===== src/rtl/sdmips_pkg.sv =====
// Shared SDMips datapath definitions: PC width/step, PC type and the 4-bit
// carry-lookahead group helper used by the datapath adders.
package sdmips_pkg;

    localparam int unsigned PC_WIDTH  = 32;
    localparam int unsigned PC_STEP   = 4;
    localparam int unsigned CLA_GROUP = 4;

    typedef logic [PC_WIDTH-1:0] pc_t;

    // Lookahead result of one 4-bit group: group generate/propagate and the
    // carry into each bit of the group.
    typedef struct packed {
        logic       gg;
        logic       gp;
        logic [3:0] carry;
    } cla4_t;

    function automatic cla4_t cla4(
        input logic [3:0] p,
        input logic [3:0] g,
        input logic       cin
    );
        cla4_t r;
        r.carry[0] = cin;
        r.carry[1] = g[0] | (p[0] & cin);
        r.carry[2] = g[1] | (p[1] & g[0]) | (p[1] & p[0] & cin);
        r.carry[3] = g[2] | (p[2] & g[1]) | (p[2] & p[1] & g[0])
                   | (p[2] & p[1] & p[0] & cin);
        r.gp       = &p;
        r.gg       = g[3] | (p[3] & g[2]) | (p[3] & p[2] & g[1])
                   | (p[3] & p[2] & p[1] & g[0]);
        return r;
    endfunction

endpackage


===== src/rtl/somador_cla.sv =====
// Parameterised carry-lookahead adder built from 4-bit lookahead groups,
// with group carries chained through each group's generate/propagate.
module somador_cla
    import sdmips_pkg::*;
#(
    parameter int unsigned WIDTH = PC_WIDTH
) (
    input  logic [WIDTH-1:0] a,
    input  logic [WIDTH-1:0] b,
    input  logic             cin,
    output logic [WIDTH-1:0] sum,
    output logic             cout
);

    localparam int unsigned NGROUPS = (WIDTH + CLA_GROUP - 1) / CLA_GROUP;
    localparam int unsigned PW      = NGROUPS * CLA_GROUP;

    logic [PW-1:0] a_ext;
    logic [PW-1:0] b_ext;
    logic [PW-1:0] p;
    logic [PW-1:0] g;
    logic [PW:0]   c;
    logic [PW-1:0] sum_ext;
    logic          grp_cy;
    cla4_t         grp;

    // Operands padded to a whole number of groups; padded bits neither
    // generate nor propagate, so the carry into bit WIDTH is the true carry-out.
    always_comb begin
        a_ext = PW'(a);
        b_ext = PW'(b);
        p     = a_ext ^ b_ext;
        g     = a_ext & b_ext;
        c     = '0;
        grp   = '0;
        grp_cy = cin;
        for (int unsigned k = 0; k < NGROUPS; k++) begin
            grp = cla4(p[CLA_GROUP*k +: CLA_GROUP], g[CLA_GROUP*k +: CLA_GROUP], grp_cy);
            c[CLA_GROUP*k +: CLA_GROUP] = grp.carry;
            grp_cy = grp.gg | (grp.gp & grp_cy);
        end
        c[PW]   = grp_cy;
        sum_ext = p ^ c[PW-1:0];
    end

    assign sum  = sum_ext[WIDTH-1:0];
    assign cout = c[WIDTH];

endmodule


===== src/rtl/somador_pc_core.sv =====
// Sequential next-PC: combinational PC + step with carry-out, plus an
// enable-loaded registered copy for pipeline/debug use.
module somador_pc_core
    import sdmips_pkg::*;
#(
    parameter int unsigned WIDTH     = PC_WIDTH,
    parameter int unsigned INCREMENT = PC_STEP
) (
    input  logic             clk,
    input  logic             rst_n,
    input  logic [WIDTH-1:0] op_1,
    input  logic             en,
    output logic [WIDTH-1:0] resul_soma,
    output logic             wrap,
    output logic [WIDTH-1:0] resul_soma_q,
    output logic             wrap_q
);

    localparam logic [WIDTH-1:0] STEP = WIDTH'(INCREMENT);

    // Same-cycle sum for fetch; deliberately not reset.
    somador_cla #(
        .WIDTH (WIDTH)
    ) u_cla (
        .a    (op_1),
        .b    (STEP),
        .cin  (1'b0),
        .sum  (resul_soma),
        .cout (wrap)
    );

    always_ff @(posedge clk or negedge rst_n) begin
        if (!rst_n) begin
            resul_soma_q <= '0;
            wrap_q       <= 1'b0;
        end else if (en) begin
            resul_soma_q <= resul_soma;
            wrap_q       <= wrap;
        end
    end

endmodule


===== config.mk =====
export PLATFORM = sky130hd
export DESIGN_NAME = somador_pc_core
export DESIGN_NICKNAME = d
export VERILOG_FILES = /design/src/rtl/sdmips_pkg.sv /design/src/rtl/somador_cla.sv /design/src/rtl/somador_pc_core.sv
export SDC_FILE = /design/constraint.sdc
export NUM_CORES = 1
export LEC_CHECK = 0
export ABC_CLOCK_PERIOD_IN_PS = 5450
export CAP_MARGIN = 5
export CORE_MARGIN = 4
export CORE_UTILIZATION = 43
export CTS_CLUSTER_DIAMETER = 50
export CTS_CLUSTER_SIZE = 12
export DETAILED_ROUTE_END_ITERATION = 7
export HOLD_SLACK_MARGIN = 0.12
export PLACE_DENSITY = 0.86
export SYNTH_ARGS = -nofsm -noshare
export SYNTH_HDL_FRONTEND = slang
export SYNTH_SLANG_ARGS = --single-unit

===== constraint.sdc =====
create_clock -name clk -period 5.45 [get_ports clk]
set_input_delay 1.09 -clock clk [delete_from_list [all_inputs] [get_ports clk]]
set_output_delay 1.09 -clock clk [all_outputs]
set_load 0.01 [all_outputs]

---- Word level (Yosys, flattened, before mapping) ----
Index checks and enable logic that the tools add are counted.
storage, ports and cells
  register bits after elaboration ......... 33
  logic and storage cells ................. 61
cells by class
  bitwise gates (word level) .............. 52
  reduce and logical (&&, ||, !) cells .... 7
operators with widths
  operator             number
  bitwise AND 1 bit    50
  bitwise XOR 32 bit   1
  AND reduction 4 bit  7
  inverter 1 bit       1

---- Longest topological paths before layout ----
Gate-level depths: netlist (run 1).
  word-level depth ........................ 9
  gate-level depth with buffers ........... 6

---- Modules after synthesis ----
From an unflattened synthesis (run 1), not the netlist that was laid out.
second synthesis, totals
  cells, all modules ...................... 242
  area, all modules ....................... 2800.2 um^2
by module, submodules not included
  module           instances  cells each  area each (um^2)  sequential area each (um^2)
  somador_cla      1          170         1411.4            0.0
  somador_pc_core  1          72          1388.8            825.8

---- Worst setup path before layout (run 1) ----
No wires, ideal clock.
  kind .................................... input-to-output
  from .................................... input port op_1[2]
  to ...................................... output port resul_soma[31]
  arrival ................................. 2660 ps
  data required time ...................... 4360 ps
  setup slack ............................. 1700 ps
  stages .................................. 5
  buffers on the path ..................... 0
  path through ............................ ha_1 nand4_4 or4_4 or4_4 nand2_1
on the way
  longest elaborated chain between the ends .. 9
ends and longest elaborated chain
  item                            RTL line               text
  from (decl)                     somador_pc_core.sv:11  input logic [WIDTH-1:0] op_1,
  bitwise AND 1 bit               sdmips_pkg.sv:31       r.gg = g[3] | (p[3] & g[2]) | (p[3] & p[2] & g[1])
  bitwise AND 1 bit (6 in a row)  somador_cla.sv:40      grp_cy = grp.gg | (grp.gp & grp_cy);
  bitwise AND 1 bit               sdmips_pkg.sv:29       | (p[2] & p[1] & p[0] & cin);
  bitwise XOR 32 bit              somador_cla.sv:43      sum_ext = p ^ c[PW-1:0];
  to (decl)                       somador_pc_core.sv:13  output logic [WIDTH-1:0] resul_soma,
No other way between the ends.

---- Final worst setup path (run 1) ----
  from .................................... input port op_1[2]
  to ...................................... output port resul_soma[28]
on the way
  longest elaborated chain between the ends .. 8
ends and longest elaborated chain
  item                            RTL line
  bitwise AND 1 bit               sdmips_pkg.sv:31
  bitwise AND 1 bit (6 in a row)  somador_cla.sv:40
  bitwise XOR 32 bit              somador_cla.sv:43
No other way between the ends.

==> results.json, run 1 <==
{
  "status": "completed",
  "holdBufCountCts": 0,
  "place_congestion": 0.736,
  "synth_xor_area_frac": 0.0626,
  "dp_hpwl_microns": 4400,
  "setup_tns_ns": 0,
  "core_sq_um": 4380,
  "max_freq_mhz": 207,
  "cp-start-kind": "input port",
  "dominantRegCellSynth": "dfrtp_1",
  "io_pins": 101,
  "grt_usage": 0.211,
  "grt_pass1_wl_microns": 9130,
  "swShare": 0.277,
  "rows": 24,
  "first_global_vias": 1950,
  "start_util": 0.447,
  "clockBufferDepth": 2,
  "dpl_cell_area_sq_um": 2970,
  "routedWlPerCell_microns": 16.4,
  "design_area_sq_um": 3060,
  "synth_top_family_by_area": "simple AND/OR/NAND/NOR gates",
  "p_per_area_nw_per_um2": 217,
  "synth.top_cell.area_share": 0.422,
  "die-area_sq_um": 5700,
  "drc_errors": 0,
  "synth_edf_count": 0,
  "num_vias": 1936,
  "p_switching_uw": 184,
  "synth_compound_area_frac": 0.0958,
  "synth_cell_type_count": 35,
  "fin_crit_ns": 4.84,
  "pwr-share-clk": 0.286,
  "antenna_found_initial": 0,
  "crit_fanout": 14,
  "fin_skew_ns": 0,
  "power_frac_comb": 0.290,
  "rrSetupSlack_ns": 4.59,
  "die_w_microns": 75.5,
  "arrival_ns": 3.75,
  "drive_gt1_frac": 0.110,
  "h-tree-depth": 2,
  "rsz0062_at_grt": "false",
  "die_h_microns": 75.5,
  "cp-end-kind": "output pin",
  "synth_simple_gate_area_frac": 0.280,
  "clock_sinks": 33,
  "synth.most_common_cell": "dfrtp_1",
  "hp-start": "resul_soma_q[2]",
  "port_buffers": 100,
  "yosysTopAreaCell": "dfrtp_1",
  "grt_start_max_net_pins": 45,
  "critPathKind": "input port to output pin",
  "synthMuxAreaShare": 0.0920,
  "yosysSeqAreaShare": 0.422,
  "required_ns": 4.36,
  "cts_tree": "done",
  "ys_warn_count": 0,
  "insertion_delay_ns": 0.28,
  "clk_pin_slew_worst_paths_ns": 0.07,
  "ys_ff_latch": 33,
  "p_seq_frac": 0.424,
  "max_stage_delay_ns": 0.56,
  "internal-power_uw": 479,
  "worstMarginPinSlew_ns": 0.836,
  "drt_iter0_markers": 128,
  "cts.root.buffer_cell": "clkbuf_8",
  "cap_viol_max_count": 0,
  "crit_slowest_cell": "or3_1",
  "leakagePower_uw": 0.00120,
  "synth_nets": 240,
  "antenna_left": 0,
  "viasPerCell": 5.52,
  "ff2ff_path_depth": 2,
  "holdPathEnd": "resul_soma_q[2]",
  "synth_area_leaders": "dfrtp_1 42%, mux2_2 9.2%, nor2_1 4.4%, nand2_1 3.5%, a31oi_1 3.2%",
  "gr-total-overflow": 0,
  "cts_buffers": 5,
  "ir_worst_vdd_mv": 0.169,
  "min_path_cells": 1,
  "antenna_cells": 0,
  "synth_fa_ha_area_frac": 0.0192,
  "crit_chain": "clkdlybuf4s50_1 > ha_1 > nand4_4 > or3_1 > or4_1 > nand2_1 > clkdlybuf4s50_1",
  "hold_class": "register to register",
  "postCtsSetupRepairBufs": 0,
  "slew_headroom": 0.443,
  "fin_nets": 337,
  "fin_crit_sh": 0.888,
  "drt_pass1_iterations": 4,
  "cts_resized": 0,
  "rr_startpoint": "resul_soma_q[19]",
  "async_flop_share": 1.00,
  "postSynthCellCount": 202,
  "setup_viol": 0,
  "syn_area_sq_um": 1960,
  "r2r_end": "resul_soma_q[19]",
  "slew_viol_final": 0,
  "hold_viol": 0,
  "syn_to_final_growth_pct": 56.0,
  "avgSynthCellArea_sq_um": 9.69,
  "cpMostUsedCell": "clkdlybuf4s50_1",
  "synth_common_cells": "33 x dfrtp_1, 23 x nor2_1, 18 x nand2_1",
  "finalWirelength_microns": 5740
}
[cell usage in the layout, fill, tap and decap left out, types with 3 or more instances in the layout]
cell and count:
xnor2_1 7, a31oi_1 10, clkdlybuf4s50_1 98, o21ai_0 4, nor2_1 23, nor4_1 5, o31ai_1 6, nand3_1 10
nand2_1 18, nand4_1 6, and4_1 5, xor2_1 7, and3_1 3, ha_1 3, nand4b_1 3, or2_2 4
or4_1 5, mux2_2 16, and2_1 3, clkbuf_8 6, dfrtp_1 33
[sequential cells by signal, summed over array words and instances, names as in the netlist]
signal and cells:
wrap_q 1, resul_soma_q 32
[final cells by class]
class	instances	area, sq um
inverter	3	11.3
fill	375	1330
tap	52	65.1
clock buffer	7	86.3
timing repair buffer	100	991
sequential	33	826
multi-input combinational	156	1080
[power groups by stage]
| stage | Sequential, uW | Combinational [uW] | Clock [uW] |
|---|---|---|---|
| global placement | 284 | 190 | 0 |
| finish | 281 | 192 | 190 |
| detailed placement | 286 | 193 | 0 |
| floorplan | 297 | 58.2 | 0 |
| global route | 284 | 208 | 204 |
| CTS | 282 | 195 | 193 |
[how the worst max path moves through the flow]
stage          startpoint        endpoint  slack, ns  cells past startpoint
2_1_floorplan     op_1[2]  resul_soma[31]       1.70                      5
6_report          op_1[2]  resul_soma[28]       0.61                      7
3_5_place_dp      op_1[2]  resul_soma[28]       0.61                      7
4_1_cts           op_1[2]  resul_soma[28]       0.61                      7
5_1_grt           op_1[2]  resul_soma[27]       0.47                      7
3_3_place_gp      op_1[2]  resul_soma[31]       0.63                      7
[per-stage QoR]
stage / cells / hold WS [ns] / util / setup slack [ns] / total power (uW)
floorplan: 202 / 0.540 / - / 1.70 / 355
global placement: 344 / 0.487 / 0.677 / 0.634 / 474
detailed placement: 344 / 0.493 / 0.677 / 0.613 / 479
CTS: 351 / 0.509 / 0.697 / 0.612 / 669
global route: 351 / 0.535 / 0.697 / 0.467 / 696
finish: 351 / 0.503 / 0.697 / 0.610 / 663
[cells by family after synthesis]
family / after synthesis
adder cells (fa/ha/maj): 3
AND/OR/NAND/NOR: 96
multiplexers: 16
XOR/XNOR: 14
buffers and inverters: 13
AO/OA/AOI/OAI: 27
flip-flops: 33
[critical path: cells and delay by family]
kind | cells | cell delay, ns
fa+ha+maj | 1 | 0.26
simple gates | 4 | 1.38
buf+inv | 2 | 1.01
[per-layer routing]
layer / vias up / track usage / routed length [microns]
li1: 954 / - / -
met1: 895 / 0.249 / 2330
met2: 82 / 0.366 / 2860
met3: 5 / 0.0712 / 501
met4: 0 / 0.0544 / 42
met5: - / 0 / 0
(Power assumes the default switching activity.)
==> run 2, diff against run 1 <==
--- a/config.mk
+++ b/config.mk
@@ -7,11 +7,12 @@
 export LEC_CHECK = 0
 export ABC_CLOCK_PERIOD_IN_PS = 5450
 export CAP_MARGIN = 5
-export CORE_MARGIN = 4
+export CORE_MARGIN = 2
 export CORE_UTILIZATION = 43
 export CTS_CLUSTER_DIAMETER = 50
 export CTS_CLUSTER_SIZE = 12
 export DETAILED_ROUTE_END_ITERATION = 7
+export GPL_TIMING_DRIVEN = 0
 export HOLD_SLACK_MARGIN = 0.12
 export PLACE_DENSITY = 0.86
 export SYNTH_ARGS = -nofsm -noshare
==> run 2 against run 1 <==
  * Cell count increased by 2.6%
  * Cell area increased by 1.3%
  * Sequential power about the same
==> results.json, run 2 (synthesis results as in run 1) <==
{
  "postCtsSetupRepairBufs": 0,
  "die_h_microns": 71.5,
  "gr-total-overflow": 0,
  "worstMarginPinSlew_ns": 0.776,
  "clockBufferDepth": 2,
  "routedWlPerCell_microns": 15.3,
  "drive_gt1_frac": 0.110,
  "critPathKind": "input port to output pin",
  "hold_viol": 0,
  "setup_tns_ns": 0,
  "dp.cells": 353,
  "clock_sinks": 33,
  "antenna_found_initial": 0,
  "reg.largest.list": "resul_soma_q x32, wrap_q x1",
  "fin_crit_ns": 4.91,
  "cpMostUsedCell": "clkdlybuf4s50_1",
  "place_congestion": 0.831,
  "hold_class": "register to register",
  "clk_pin_slew_worst_paths_ns": 0.07,
  "die_w_microns": 71.5,
  "core_sq_um": 4380,
  "rsz0062_at_grt": "false",
  "drc_errors": 0,
  "h-tree-depth": 2,
  "power_frac_comb": 0.292,
  "drt_pass1_iterations": 4,
  "first_global_vias": 1933,
  "port_buffers": 99,
  "num_vias": 1973,
  "leakagePower_uw": 0.00122,
  "crit_fanout": 10,
  "timing.hold.ws_ns": 0.504,
  "syn_to_final_growth_pct": 58.1,
  "cts_tree": "done",
  "cts.root.buffer_cell": "clkbuf_8",
  "cts_buffers": 5,
  "stdcell_count": 360,
  "p_seq_frac": 0.424,
  "setup_viol": 0,
  "pwr-share-clk": 0.283,
  "dp_hpwl_microns": 4270,
  "required_ns": 4.36,
  "holdBufCountCts": 0,
  "max_stage_delay_ns": 0.54,
  "slew_headroom": 0.483,
  "die-area_sq_um": 5110,
  "max_freq_mhz": 204,
  "internal-power_uw": 481,
  "cap_viol_max_count": 0,
  "p_switching_uw": 181,
  "fin_nets": 346,
  "status": "completed",
  "cp-start-kind": "input port",
  "final_common_cell": "clkdlybuf4s50_1",
  "viasPerCell": 5.48,
  "largest_reg_flops": 32,
  "cts_resized": 0,
  "finalWirelength_microns": 5510,
  "cp-end-kind": "output pin",
  "rows": 24,
  "insertion_delay_ns": 0.27,
  "final_cell_mix": "98 x clkdlybuf4s50_1, 33 x dfrtp_1, 23 x nor2_1",
  "io_pins": 101,
  "crit_slowest_cell": "clkdlybuf4s50_1",
  "ir_worst_vdd_mv": 0.164,
  "p_per_area_nw_per_um2": 214,
  "grt_usage": 0.221,
  "crit_chain": "clkdlybuf4s50_1 > ha_1 > nand4_4 > or3_1 > clkbuf_1 > or4_1 > nand2_1 > clkdlybuf4s50_1",
  "drt_iter0_markers": 137,
  "grt_pass1_wl_microns": 9050,
  "start_util": 0.447,
  "arrival_ns": 3.82,
  "grt_start_max_net_pins": 34,
  "cp.buffers_inverters": 3,
  "fin_crit_sh": 0.902,
  "fin_skew_ns": 0,
  "swShare": 0.274,
  "antenna_cells": 0,
  "path_delay_family": "buffers and inverters",
  "slew_viol_final": 0,
  "top_register": "resul_soma_q",
  "antenna_left": 0
}
[run 2: changes by cell type in the layout (fill, tap and decap cells not counted), sizes merged]
cell / before / now
buf: 2 / 3
clkbuf: 7 / 15
[run 2: power groups by stage]
stage | clock (uW) | sequential (uW) | combinational (uW)
2_1_floorplan | 0 | 297 | 58.2
3_3_place_gp | 0 | 284 | 192
3_5_place_dp | 0 | 285 | 194
4_1_cts | 191 | 281 | 195
5_1_grt | 201 | 284 | 207
6_report | 188 | 281 | 193
[run 2: cell type report]
type,count,area [sq um]
inverters,3,11.3
multi-input cells,156,1080
well taps,52,65.1
repair buffers,99,986
fillers,336,1290
clock buffers,7,86.3
plain buffers,10,45.0
flip-flops and latches,33,826
[run 2: metal layers]
| layer | routed length (microns) | up-vias | GRT usage |
|---|---|---|---|
| li1 | - | 956 | - |
| met1 | 2370 | 948 | 0.276 |
| met2 | 2760 | 65 | 0.392 |
| met3 | 336 | 4 | 0.0520 |
| met4 | 32 | 0 | 0.0461 |
| met5 | 0 | - | 0 |
[run 2: metrics by stage]
stage | util | total power (uW) | setup WS (ns) | instance area (sq um)
after CTS | 0.706 | 667 | 0.539 | 3100
final | 0.706 | 662 | 0.537 | 3100
after floorplan | - | 355 | 1.70 | 1960
after global routing | 0.706 | 692 | 0.414 | 3100
after detailed placement | 0.686 | 479 | 0.551 | 3010
after global placement | 0.688 | 476 | 0.566 | 3010
[run 2: worst paths after layout]
check	startpoint	endpoint	slack, ns	cells past startpoint
max in group asynchronous	rst_n	resul_soma_q[13]	4.07	1
min in group asynchronous	rst_n	resul_soma_q[1]	0.89	1
hold / removal	resul_soma_q[3]	resul_soma_q[3]	0.50	1
setup / recovery	op_1[2]	resul_soma[26]	0.54	8
hold reg to reg	resul_soma_q[3]	resul_soma_q[3]	0.50	1
setup reg to reg	resul_soma_q[21]	resul_soma_q[21]	4.58	2
[run 2: worst reg2reg max path, cell delays in order, from the launching register on]
cell	delay, ns
dfrtp_1	0.38
or2_2	0.27
o31a_1	0.10
==> run 3, diff against run 2 <==
--- a/config.mk
+++ b/config.mk
@@ -9,7 +9,7 @@
 export CAP_MARGIN = 5
 export CORE_MARGIN = 2
 export CORE_UTILIZATION = 43
-export CTS_CLUSTER_DIAMETER = 50
+export CTS_CLUSTER_DIAMETER = 200
 export CTS_CLUSTER_SIZE = 12
 export DETAILED_ROUTE_END_ITERATION = 7
 export GPL_TIMING_DRIVEN = 0
==> results of run 3 <==
Final layout, timing and power as in run 2 (identical DEF).
